==> src/rtl/sd_arbiter_pkg.sv <==
// Shared definitions for the two-port SD sector controller arbiter.
package sd_arbiter_pkg;

  typedef enum logic [2:0] {
    ST_IDLE,
    ST_ISSUE,
    ST_WAIT,
    ST_GAP,
    ST_RESET,
    ST_REPORT
  } state_t;

  localparam logic [3:0] ERR_OK      = 4'h0;
  localparam logic [3:0] ERR_TIMEOUT = 4'hF;
  localparam int         TIMER_W     = 25;

endpackage

==> src/rtl/sd_arbiter_req_latch.sv <==
// One requester's front end: captures a request, holds it pending until the
// arbiter reports the outcome, then presents a done strobe and status code.
module sd_arbiter_req_latch (
  input  logic        clock,
  input  logic        reset,
  input  logic        req,
  input  logic        rw,
  input  logic [31:0] lba,
  input  logic        report,
  input  logic [3:0]  code,
  output logic        busy,
  output logic        lat_rw,
  output logic [31:0] lat_lba,
  output logic        done,
  output logic [3:0]  err
);

  // A request arriving while one is pending is dropped; report always wins.
  always_ff @(posedge clock) begin
    if (reset) begin
      busy    <= 1'b0;
      lat_rw  <= 1'b0;
      lat_lba <= '0;
      done    <= 1'b0;
      err     <= '0;
    end else begin
      done <= report;
      if (report) begin
        busy <= 1'b0;
        err  <= code;
      end else if (req && !busy) begin
        busy    <= 1'b1;
        lat_rw  <= rw;
        lat_lba <= lba;
      end
    end
  end

endmodule

==> src/rtl/sd_arbiter.sv <==
// Round-robin arbiter sharing one SD sector controller between the CPU io
// block (port 0) and the boot/DMA loader (port 1), with retry and timeout.
module sd_arbiter
  import sd_arbiter_pkg::*;
#(
  parameter int unsigned RETRIES = 2,
  parameter int unsigned TIMEOUT = 25000000,
  parameter int unsigned RST_LEN = 16,
  parameter int unsigned GAP     = 64
) (
  input  logic        clock,
  input  logic        reset,
  input  logic        r0_req,
  input  logic        r0_rw,
  input  logic [31:0] r0_lba,
  output logic        r0_busy,
  output logic        r0_done,
  output logic [3:0]  r0_err,
  input  logic        r1_req,
  input  logic        r1_rw,
  input  logic [31:0] r1_lba,
  output logic        r1_busy,
  output logic        r1_done,
  output logic [3:0]  r1_err,
  output logic        sd_command,
  output logic        sd_rw,
  output logic [31:0] sd_lba,
  input  logic        sd_busy,
  input  logic        sd_done,
  input  logic [3:0]  sd_error,
  output logic        sd_rst,
  output logic        owner
);

  localparam logic [TIMER_W-1:0] TIMEOUT_LAST = TIMER_W'(TIMEOUT - 1);
  localparam logic [TIMER_W-1:0] GAP_LAST     = TIMER_W'(GAP - 1);
  localparam logic [TIMER_W-1:0] RST_CYCLES   = TIMER_W'(RST_LEN);
  localparam logic [3:0]         RETRY_MAX    = 4'(RETRIES);

  state_t               state_q, state_d;
  logic [TIMER_W-1:0]   timer_q, timer_d;
  logic [3:0]           attempt_q, attempt_d;
  logic                 rr_q, rr_d, owner_q, owner_d, rw_q, rw_d, grant;
  logic [31:0]          lba_q, lba_d;
  logic                 report_go;
  logic [3:0]           report_code;
  logic                 lat_rw0, lat_rw1;
  logic [31:0]          lat_lba0, lat_lba1;

  sd_arbiter_req_latch u_req_latch0 (
    .clock(clock), .reset(reset), .req(r0_req), .rw(r0_rw), .lba(r0_lba),
    .report(report_go && !owner_q), .code(report_code), .busy(r0_busy),
    .lat_rw(lat_rw0), .lat_lba(lat_lba0), .done(r0_done), .err(r0_err)
  );

  sd_arbiter_req_latch u_req_latch1 (
    .clock(clock), .reset(reset), .req(r1_req), .rw(r1_rw), .lba(r1_lba),
    .report(report_go && owner_q), .code(report_code), .busy(r1_busy),
    .lat_rw(lat_rw1), .lat_lba(lat_lba1), .done(r1_done), .err(r1_err)
  );

  always_ff @(posedge clock) begin
    if (reset) begin
      state_q   <= ST_IDLE;
      timer_q   <= '0;
      attempt_q <= '0;
      rr_q      <= 1'b0;
      owner_q   <= 1'b0;
      rw_q      <= 1'b0;
      lba_q     <= '0;
    end else begin
      state_q   <= state_d;
      timer_q   <= timer_d;
      attempt_q <= attempt_d;
      rr_q      <= rr_d;
      owner_q   <= owner_d;
      rw_q      <= rw_d;
      lba_q     <= lba_d;
    end
  end

  // The timer is shared: command timeout in WAIT, spacing in GAP, pulse length in RESET.
  always_comb begin
    state_d     = state_q;
    timer_d     = timer_q;
    attempt_d   = attempt_q;
    rr_d        = rr_q;
    owner_d     = owner_q;
    rw_d        = rw_q;
    lba_d       = lba_q;
    grant       = 1'b0;
    report_go   = 1'b0;
    report_code = ERR_OK;
    sd_command  = 1'b0;
    sd_rst      = 1'b0;
    case (state_q)
      ST_IDLE: begin
        if (r0_busy || r1_busy) begin
          grant     = (r0_busy && r1_busy) ? rr_q : r1_busy;
          rr_d      = ~grant;
          owner_d   = grant;
          rw_d      = grant ? lat_rw1 : lat_rw0;
          lba_d     = grant ? lat_lba1 : lat_lba0;
          attempt_d = '0;
          state_d   = ST_ISSUE;
        end
      end
      ST_ISSUE: begin
        // Hold the strobe off while a stray done is on the bus.
        if (!sd_done) begin
          sd_command = 1'b1;
          timer_d    = '0;
          state_d    = ST_WAIT;
        end
      end
      ST_WAIT: begin
        timer_d = (timer_q == '1) ? timer_q : timer_q + 1'b1;
        if (sd_done) begin
          if (sd_error == ERR_OK) begin
            report_go = 1'b1;
            state_d   = ST_REPORT;
          end else if (attempt_q < RETRY_MAX) begin
            attempt_d = attempt_q + 4'd1;
            timer_d   = '0;
            state_d   = (GAP == 0) ? ST_ISSUE : ST_GAP;
          end else begin
            report_go   = 1'b1;
            report_code = sd_error;
            state_d     = ST_REPORT;
          end
        end else if (timer_q >= TIMEOUT_LAST) begin
          timer_d = '0;
          state_d = ST_RESET;
        end
      end
      ST_GAP: begin
        if (timer_q >= GAP_LAST) state_d = ST_ISSUE;
        else timer_d = timer_q + 1'b1;
      end
      ST_RESET: begin
        if (timer_q < RST_CYCLES) begin
          sd_rst  = 1'b1;
          timer_d = timer_q + 1'b1;
        end else if (!sd_busy) begin
          report_go   = 1'b1;
          report_code = ERR_TIMEOUT;
          state_d     = ST_REPORT;
        end
      end
      ST_REPORT: state_d = ST_IDLE;
      default:   state_d = ST_IDLE;
    endcase
  end

  assign sd_rw  = rw_q;
  assign sd_lba = lba_q;
  assign owner  = owner_q;

endmodule

==> config.mk <==
export PLATFORM = sky130hd
export DESIGN_NAME = sd_arbiter
export DESIGN_NICKNAME = d
export VERILOG_FILES = /design/src/rtl/sd_arbiter_pkg.sv /design/src/rtl/sd_arbiter_req_latch.sv /design/src/rtl/sd_arbiter.sv
export SDC_FILE = /design/constraint.sdc
export NUM_CORES = 1
export LEC_CHECK = 0
export CORE_MARGIN = 1.5
export CORE_UTILIZATION = 53
export DETAILED_ROUTE_END_ITERATION = 7
export PLACE_DENSITY = 0.91
export SKIP_LAST_GASP = 1
export SYNTH_ARGS = -nofsm -noshare
export SYNTH_HDL_FRONTEND = slang
export SYNTH_HIERARCHICAL = 1
export SYNTH_SLANG_ARGS = --single-unit
==> constraint.sdc <==
create_clock -name clock -period 2.69 [get_ports clock]
set_input_delay 0.4035 -clock clock [delete_from_list [all_inputs] [get_ports clock]]
set_output_delay 0.4035 -clock clock [all_outputs]
set_load 0.01 [all_outputs]
---- Word-level counts from Yosys, hierarchy flattened ----
Cells that the tools add are included.
word-level totals
  input port bits ......................... 76
  word-level logic and storage cells ...... 106
  output and inout bits ................... 48
  flip-flop bits (word level) ............. 145
operators by class
  bitwise logic cells ..................... 3
  muxes and demuxes ....................... 43
  equal/unequal tests ..................... 16
  reduce and logical (&&, ||, !) cells .... 21
  add/sub/neg operators ................... 2
  $lt $le $gt $ge ......................... 4
operator list
  cell                                                                                   number
  25-bit 2-to-1 mux                                                                      8
  25-bit case mux with 4 select lines                                                    1
  4-bit 2-to-1 mux                                                                       9
  32-bit 2-to-1 mux                                                                      1
  3-bit 2-to-1 mux                                                                       9
  25-bit by 1-bit adder with 25-bit output (second input constant)                       1
  25-bit == test (second input constant)                                                 1
  25-bit greater-or-equal comparator (second input constant)                             1
  25-bit by 6-bit greater-or-equal comparator with 1-bit output (second input constant)  1
  25-bit by 5-bit < comparator with 1-bit output (second input constant)                 1
  2-bit != test (second input constant)                                                  10
  4-bit case mux with 2 select lines                                                     2
  3-bit case mux with 5 select lines                                                     1
  1-bit 2-to-1 mux                                                                       11
  3-bit by 2-bit == test with 1-bit output (second input constant)                       2
  2-bit AND reduction                                                                    3
  6-bit AND reduction                                                                    1
  1-bit logical AND                                                                      5
  5-bit AND reduction                                                                    1
  4-bit by 1-bit adder with 4-bit output (second input constant)                         1
  4-bit logical NOT                                                                      1
  4-bit by 2-bit < comparator with 1-bit output (second input constant)                  1
  4-bit AND reduction                                                                    1
  4-bit nonzero test                                                                     1
  other kinds (10)                                                                       15

---- Depth between registers and ports, before layout ----
Gate-level depths: netlist (run 1).
  word-level depth ........................ 8
  mapped depth ............................ 11
  gate-level depth less buffers ........... 8

---- Cells and area by module ----
The synthesis (run 1) kept the hierarchy.
by module, submodules not included
  module                instances  cells an instance  sequential area each (sq um)  area an instance (sq um)
  sd_arbiter            1          481                1341.3                        3694.8
  sd_arbiter_req_latch  2          163                780.7                         1719.1

---- Worst setup path after synthesis (run 1) ----
Ideal clock, no wire load.
  kind .................................... register to register
  start point ............................. reg state_q[2]
  end point ............................... reg u_req_latch0.lat_lba[0]
  data arrival time ....................... 2.354 ns
  setup slack ............................. 0.218 ns
  data required time ...................... 2.572 ns
  clock period less this slack ............ 2.472 ns
  library setup time ...................... 0.118 ns
  cell stages (with the launch flop) ...... 11
  buffers on the path ..................... 5
  cell sequence ........................... dfxtp_1 buf_2 or3b_2 clkbuf_1 nor3b_1 o21ba_2 buf_6 nor3b_2 buf_6 buf_12 mux2i_1
between the ends
  word-level cells in the longest chain between the ends .. 5
  elaborated cells between the ends (all ways) .. 6
  classes of those cells .................. 2 x eq/ne; 1 x mux; 1 x bitwise; 2 x reduce/logical
RTL lines
  element                                                                    line                        source
  from (decl)                                                                sd_arbiter.sv:40            state_t state_q, state_d;
  from (signal assigned)                                                     sd_arbiter.sv:72            state_q <= state_d;
  3-bit == test or 3-bit by 2-bit == test with 1-bit output (tied branches)  sd_arbiter.sv:96            case (state_q)
  1-bit case mux with 2 select lines (*)                                     sd_arbiter.sv:96
  1-bit logical AND (*)                                                      sd_arbiter.sv:52            .report(report_go && !owner_q), .code(report_code), .busy(r0_busy),
  1-bit inverter (no line) (*)                                               --
  2-bit AND reduction (no line) (*)                                          --
  to (signal assigned)                                                       sd_arbiter_req_latch.sv:34  lat_lba <= lba;
  to (decl)                                                                  sd_arbiter_req_latch.sv:13  output logic [31:0] lat_lba,
Mark *: on every way between the ends. The rest lies on a longest branch, timed or not.
A chain may end at the register's enable or synchronous reset.

---- Final worst setup path (run 1) ----
  start point ............................. reg timer_q[20]
  end point ............................... reg u_req_latch0.lat_lba[5]
between the ends
  word-level cells in the longest chain between the ends .. 6
RTL lines
  element                                         line               source
  from (decl)                                     sd_arbiter.sv:41   logic [TIMER_W-1:0] timer_q, timer_d;
  from (signal assigned)                          sd_arbiter.sv:73   timer_q <= timer_d;
  25-bit by 5-bit < comparator with 1-bit output  sd_arbiter.sv:141  if (timer_q < RST_CYCLES) begin
  1-bit 2-to-1 mux                                sd_arbiter.sv:141
  1-bit case mux with 2 select lines              sd_arbiter.sv:96
  1-bit logical AND                               sd_arbiter.sv:52
  1-bit inverter (no line)                        --
  2-bit AND reduction (no line)                   --
No other way between the ends.

==> summary.log, run 1 <==
INFO  run_status     run_status=completed
INFO  power_and_ir_drop switching_share=0.329
INFO  layout         finish.net_count=1009
INFO  placement      place.detailed.instances=1080
INFO  floorplanning  design.portCount=124
INFO  cts            clock_root_buffer=sky130_fd_sc_hd__clkbuf_16
INFO  worst_setup_path required_time_worst_endpoint=3.03ns
INFO  sta            post-route-worst-setup-slack=0.0546ns
INFO  detailed_routing avgRoutedWirePerCell=17.2um
INFO  yosys          synth.yosys.seq_area_share=0.407
INFO  yosys          yosysTopAreaCell=sky130_fd_sc_hd__dfxtp_1
INFO  detailed_routing drt_wl_total=19.2mm
INFO  yosys          yosys.cell_types.count=56
INFO  sta            skew=0.00947ns
INFO  detailed_routing detailedRoute.firstIterationViolations=561
INFO  sta            worst_rel_slew_slack=0.439
INFO  yosys          yosys_warnings=6
INFO  sta            hold_violations=0
INFO  grt            globalRouteTotalUtil=0.259
INFO  layout         end_of_flow_core_utilization=0.701
INFO  yosys          postSynthAreaPerCell=8.84squm
INFO  sta            slew_violations=0
INFO  power_and_ir_drop sequential_cell_fraction_of_total_power=0.357
INFO  yosys          synth.top_cell.area_share=0.407
INFO  cts            tritoncts=built
INFO  layout         area_added_between_synthesis_and_finish=29.7%
INFO  yosys          synth_ff_type=sky130_fd_sc_hd__dfxtp_1
INFO  floorplanning  design.die.area=14200squm
INFO  grt            first_global_vias=6185
INFO  detailed_routing vias=6444
INFO  layout         drive_above_1_share=0.101
INFO  sta            layout_worst_path_cycle_share=0.980
INFO  detailed_routing drtPass1Iterations=7
INFO  sta            min_period=2.64ns
INFO  cts            clkLatencyLatePin=0.42ns
INFO  placement      port-buffer-count=123
INFO  yosys          synth.cell_area=7130squm
INFO  detailed_routing vias_per_cell=5.75
INFO  floorplanning  placement_rows=42
INFO  min_path       worst_hold_path_type=input pin to register
INFO  sta            tns=0ns
INFO  layout         layout.cells.non_filler=1120
INFO  sta            finalSetupViolations=0
INFO  worst_setup_path worst-path-max-fanout=8
INFO  power_and_ir_drop peakVddDrop=535uV
INFO  sta            tightestPinTransition=0.841ns
INFO  layout         mostFrequentLayoutCell=sky130_fd_sc_hd__dfxtp_1
INFO  layout         diodes=0
INFO  yosys          synth.net_count=885
INFO  power_and_ir_drop power.combinational.fraction=0.315
INFO  power_and_ir_drop internal-power=4.90mW
INFO  worst_setup_path cp-start-kind=register
INFO  cts            longest_clk_path_bufs=2
INFO  floorplanning  placeableCoreArea=13200squm
INFO  sta            maxClockFrequency=0.379GHz
INFO  placement      detailed_place_hpwl=11.6mm
INFO  yosys          post_synth_inst_count=807
INFO  worst_setup_path critical_path_start_end_classification=register to register
INFO  placement      dpl_worst_slack=0.0334ns
INFO  yosys          synth.area.top_cells=sky130_fd_sc_hd__dfxtp_1 (41%), sky130_fd_sc_hd__nand2b_1 (12%), sky130_fd_sc_hd__mux2i_1 (11%), sky130_fd_sc_hd__nand2_1 (4.8%), sky130_fd_sc_hd__a311oi_1 (4.7%)
INFO  yosys          ys_async_sr_fraction=0
INFO  cts            cts.reportedPaths.clkPinSlew=0.06ns
INFO  cts            holdBufCountCts=0
INFO  floorplanning  die-width=119um
INFO  yosys          number_of_synthesized_flops_with_an_enable_pin=0
INFO  cts            cts-buffers-inserted=17
INFO  cts            htree_num_levels=4
INFO  worst_setup_path crit_arrival=2.98ns
INFO  grt            grt_pass1_wl=29.5mm
INFO  run            cap_violations=0
INFO  layout         fillCellCount=920
INFO  worst_setup_path category_of_the_worst_setup_path_capture_point=register
INFO  placement      gpl.final_weighted_congestion=0.989
INFO  power_and_ir_drop power.density_cell_area=790nW/um^2
INFO  layout         final_cell_mix=sky130_fd_sc_hd__dfxtp_1 (144), sky130_fd_sc_hd__nand2b_1 (133), sky130_fd_sc_hd__clkdlybuf4s50_1 (121)
INFO  power_and_ir_drop total_leakage_power=3.40nW
INFO  detailed_routing drtAntennaViolNets=0
INFO  power_and_ir_drop pwr-share-clk=0.327
INFO  yosys          ys_ff_latch=145
INFO  grt            antenna_found_initial=0
INFO  grt            largest_net_degree_at_the_start_of_global_routing=110
INFO  floorplanning  die_h=119um
INFO  cts            clock_sinks=145
INFO  detailed_routing drc_violations_left=0
INFO  grt            globalRouteOverflowTotal=0
INFO  power_and_ir_drop total_power=7.31mW
INFO  floorplanning  start_util=0.541
INFO  power_and_ir_drop power.net_switching=2.40mW
## synth_stat cells, drive strengths merged, types with 2 or more instances
master and instances:
a21oi 16, mux2i 76, and2 2, a31oi 7, nand3b 2, or3 6, nand4b 3, nor2b 4
nor3 15, nor3b 5, inv 9, a211oi 12, a311oi 38, a21o 6, buf 21, nand2b 133
o21ai 11, nand2 92, or2 2, clkinv 2, dfxtp 145, o211ai 8, nand3 17, o211a 2
nor4 8, clkbuf 36, o22a 2, and3 6, ha 2, nand4 14, o21a 2, o31ai 11
nor2 74, o22ai 3, a41oi 5
## per-stage QoR
step | hold slack, ns | cell area (sq um)
finish | 0.363 | 9250
global route | 0.360 | 9250
CTS | 0.341 | 9120
detailed placement | 0.461 | 8510
global placement | 0.459 | 8510
floorplan | 0.449 | 7130
## registers in the layout (all words and copies together) (netlist names)
name / count
sd_lba: 32
u_req_latch0/lat_lba: 32
u_req_latch1/lat_lba: 32
timer_q: 25
attempt_q: 4
u_req_latch0/err: 4
u_req_latch1/err: 4
state_q: 3
owner: 1
rr_q: 1
sd_rw: 1
u_req_latch0/busy: 1
u_req_latch0/done: 1
u_req_latch0/lat_rw: 1
u_req_latch1/busy: 1
u_req_latch1/done: 1
u_req_latch1/lat_rw: 1
## power groups by stage
stage / Clock [mW] / Combinational (mW) / Sequential, mW
after global routing: 2.52 / 2.46 / 2.64
after global placement: 0 / 2.12 / 2.64
after floorplan: 0 / 1.29 / 2.65
final: 2.39 / 2.30 / 2.61
after CTS: 2.41 / 2.21 / 2.60
after detailed placement: 0 / 2.17 / 2.64
## worst max-delay path, stage by stage (launching register included)
cell                        delay, ns
sky130_fd_sc_hd__dfxtp_1         0.38
sky130_fd_sc_hd__nor4_2          0.31
sky130_fd_sc_hd__nand2_1         0.15
sky130_fd_sc_hd__nor2_1          0.15
sky130_fd_sc_hd__nand4_1         0.17
sky130_fd_sc_hd__nor3b_1         0.19
sky130_fd_sc_hd__buf_4           0.15
sky130_fd_sc_hd__o21ba_2         0.24
sky130_fd_sc_hd__nor3b_4         0.17
sky130_fd_sc_hd__buf_4           0.20
sky130_fd_sc_hd__clkbuf_16       0.20
sky130_fd_sc_hd__mux2i_1         0.24
## metal layers
layer	track usage	routed length [um]
met5	0	0
met1	0.327	8150
met3	0.0709	1430
met2	0.414	9320
met4	0.114	354
## final timing paths
path | from | to | slack (ns) | depth (start not counted)
worst min-delay path | reset | u_req_latch1/err[3] | 0.36 | 2
worst min register to register | u_req_latch0/lat_lba[27] | sd_lba[27] | 0.47 | 2
worst max register to register | timer_q[20] | u_req_latch0/lat_lba[5] | 0.05 | 11
worst max-delay path | timer_q[20] | u_req_latch0/lat_lba[5] | 0.05 | 11
## final cells by class
type                            instances  area, sq um  area share
Sequential cell                       145         2900       0.314
Tap cell                              176          220      0.0238
Clock buffer                           19          453      0.0490
Clock inverter                         13          150      0.0162
Timing Repair Buffer                  162         1620       0.175
Multi-Input combinational cell        594         3870       0.418
Inverter                               11         41.3     0.00446
## kinds of logic (layout without fill, tap and decap cells)
kind of cell | count (synthesis) | in the layout | share of synthesized area
DFF | 145 | 145 | 0.407
adders and majority gates | 2 | 2 | 0.00351
buffers and inverters | 68 | 205 | 0.0565
AOI/OAI and AO/OA | 130 | 130 | 0.139
muxes | 76 | 76 | 0.107
and+or+nand+nor | 386 | 386 | 0.287
## what timing repair did
| action | in CTS | in global routing |
|---|---|---|
| endpoints found under the setup margin | 1 | 58 |
| pin swaps | 0 | 5 |
| setup buffers | 0 | 4 |
| gates cloned | 0 | 4 |
| gates resized for setup | 2 | 4 |
No activity file was read; power rests on OpenSTA's default activity.
==> inputs of run 2 (changes only) <==
Settings changed: CTS_CLUSTER_DIAMETER from default to 100.
==> results of run 2 <==
Final layout, timing and power as in run 1 (identical DEF).
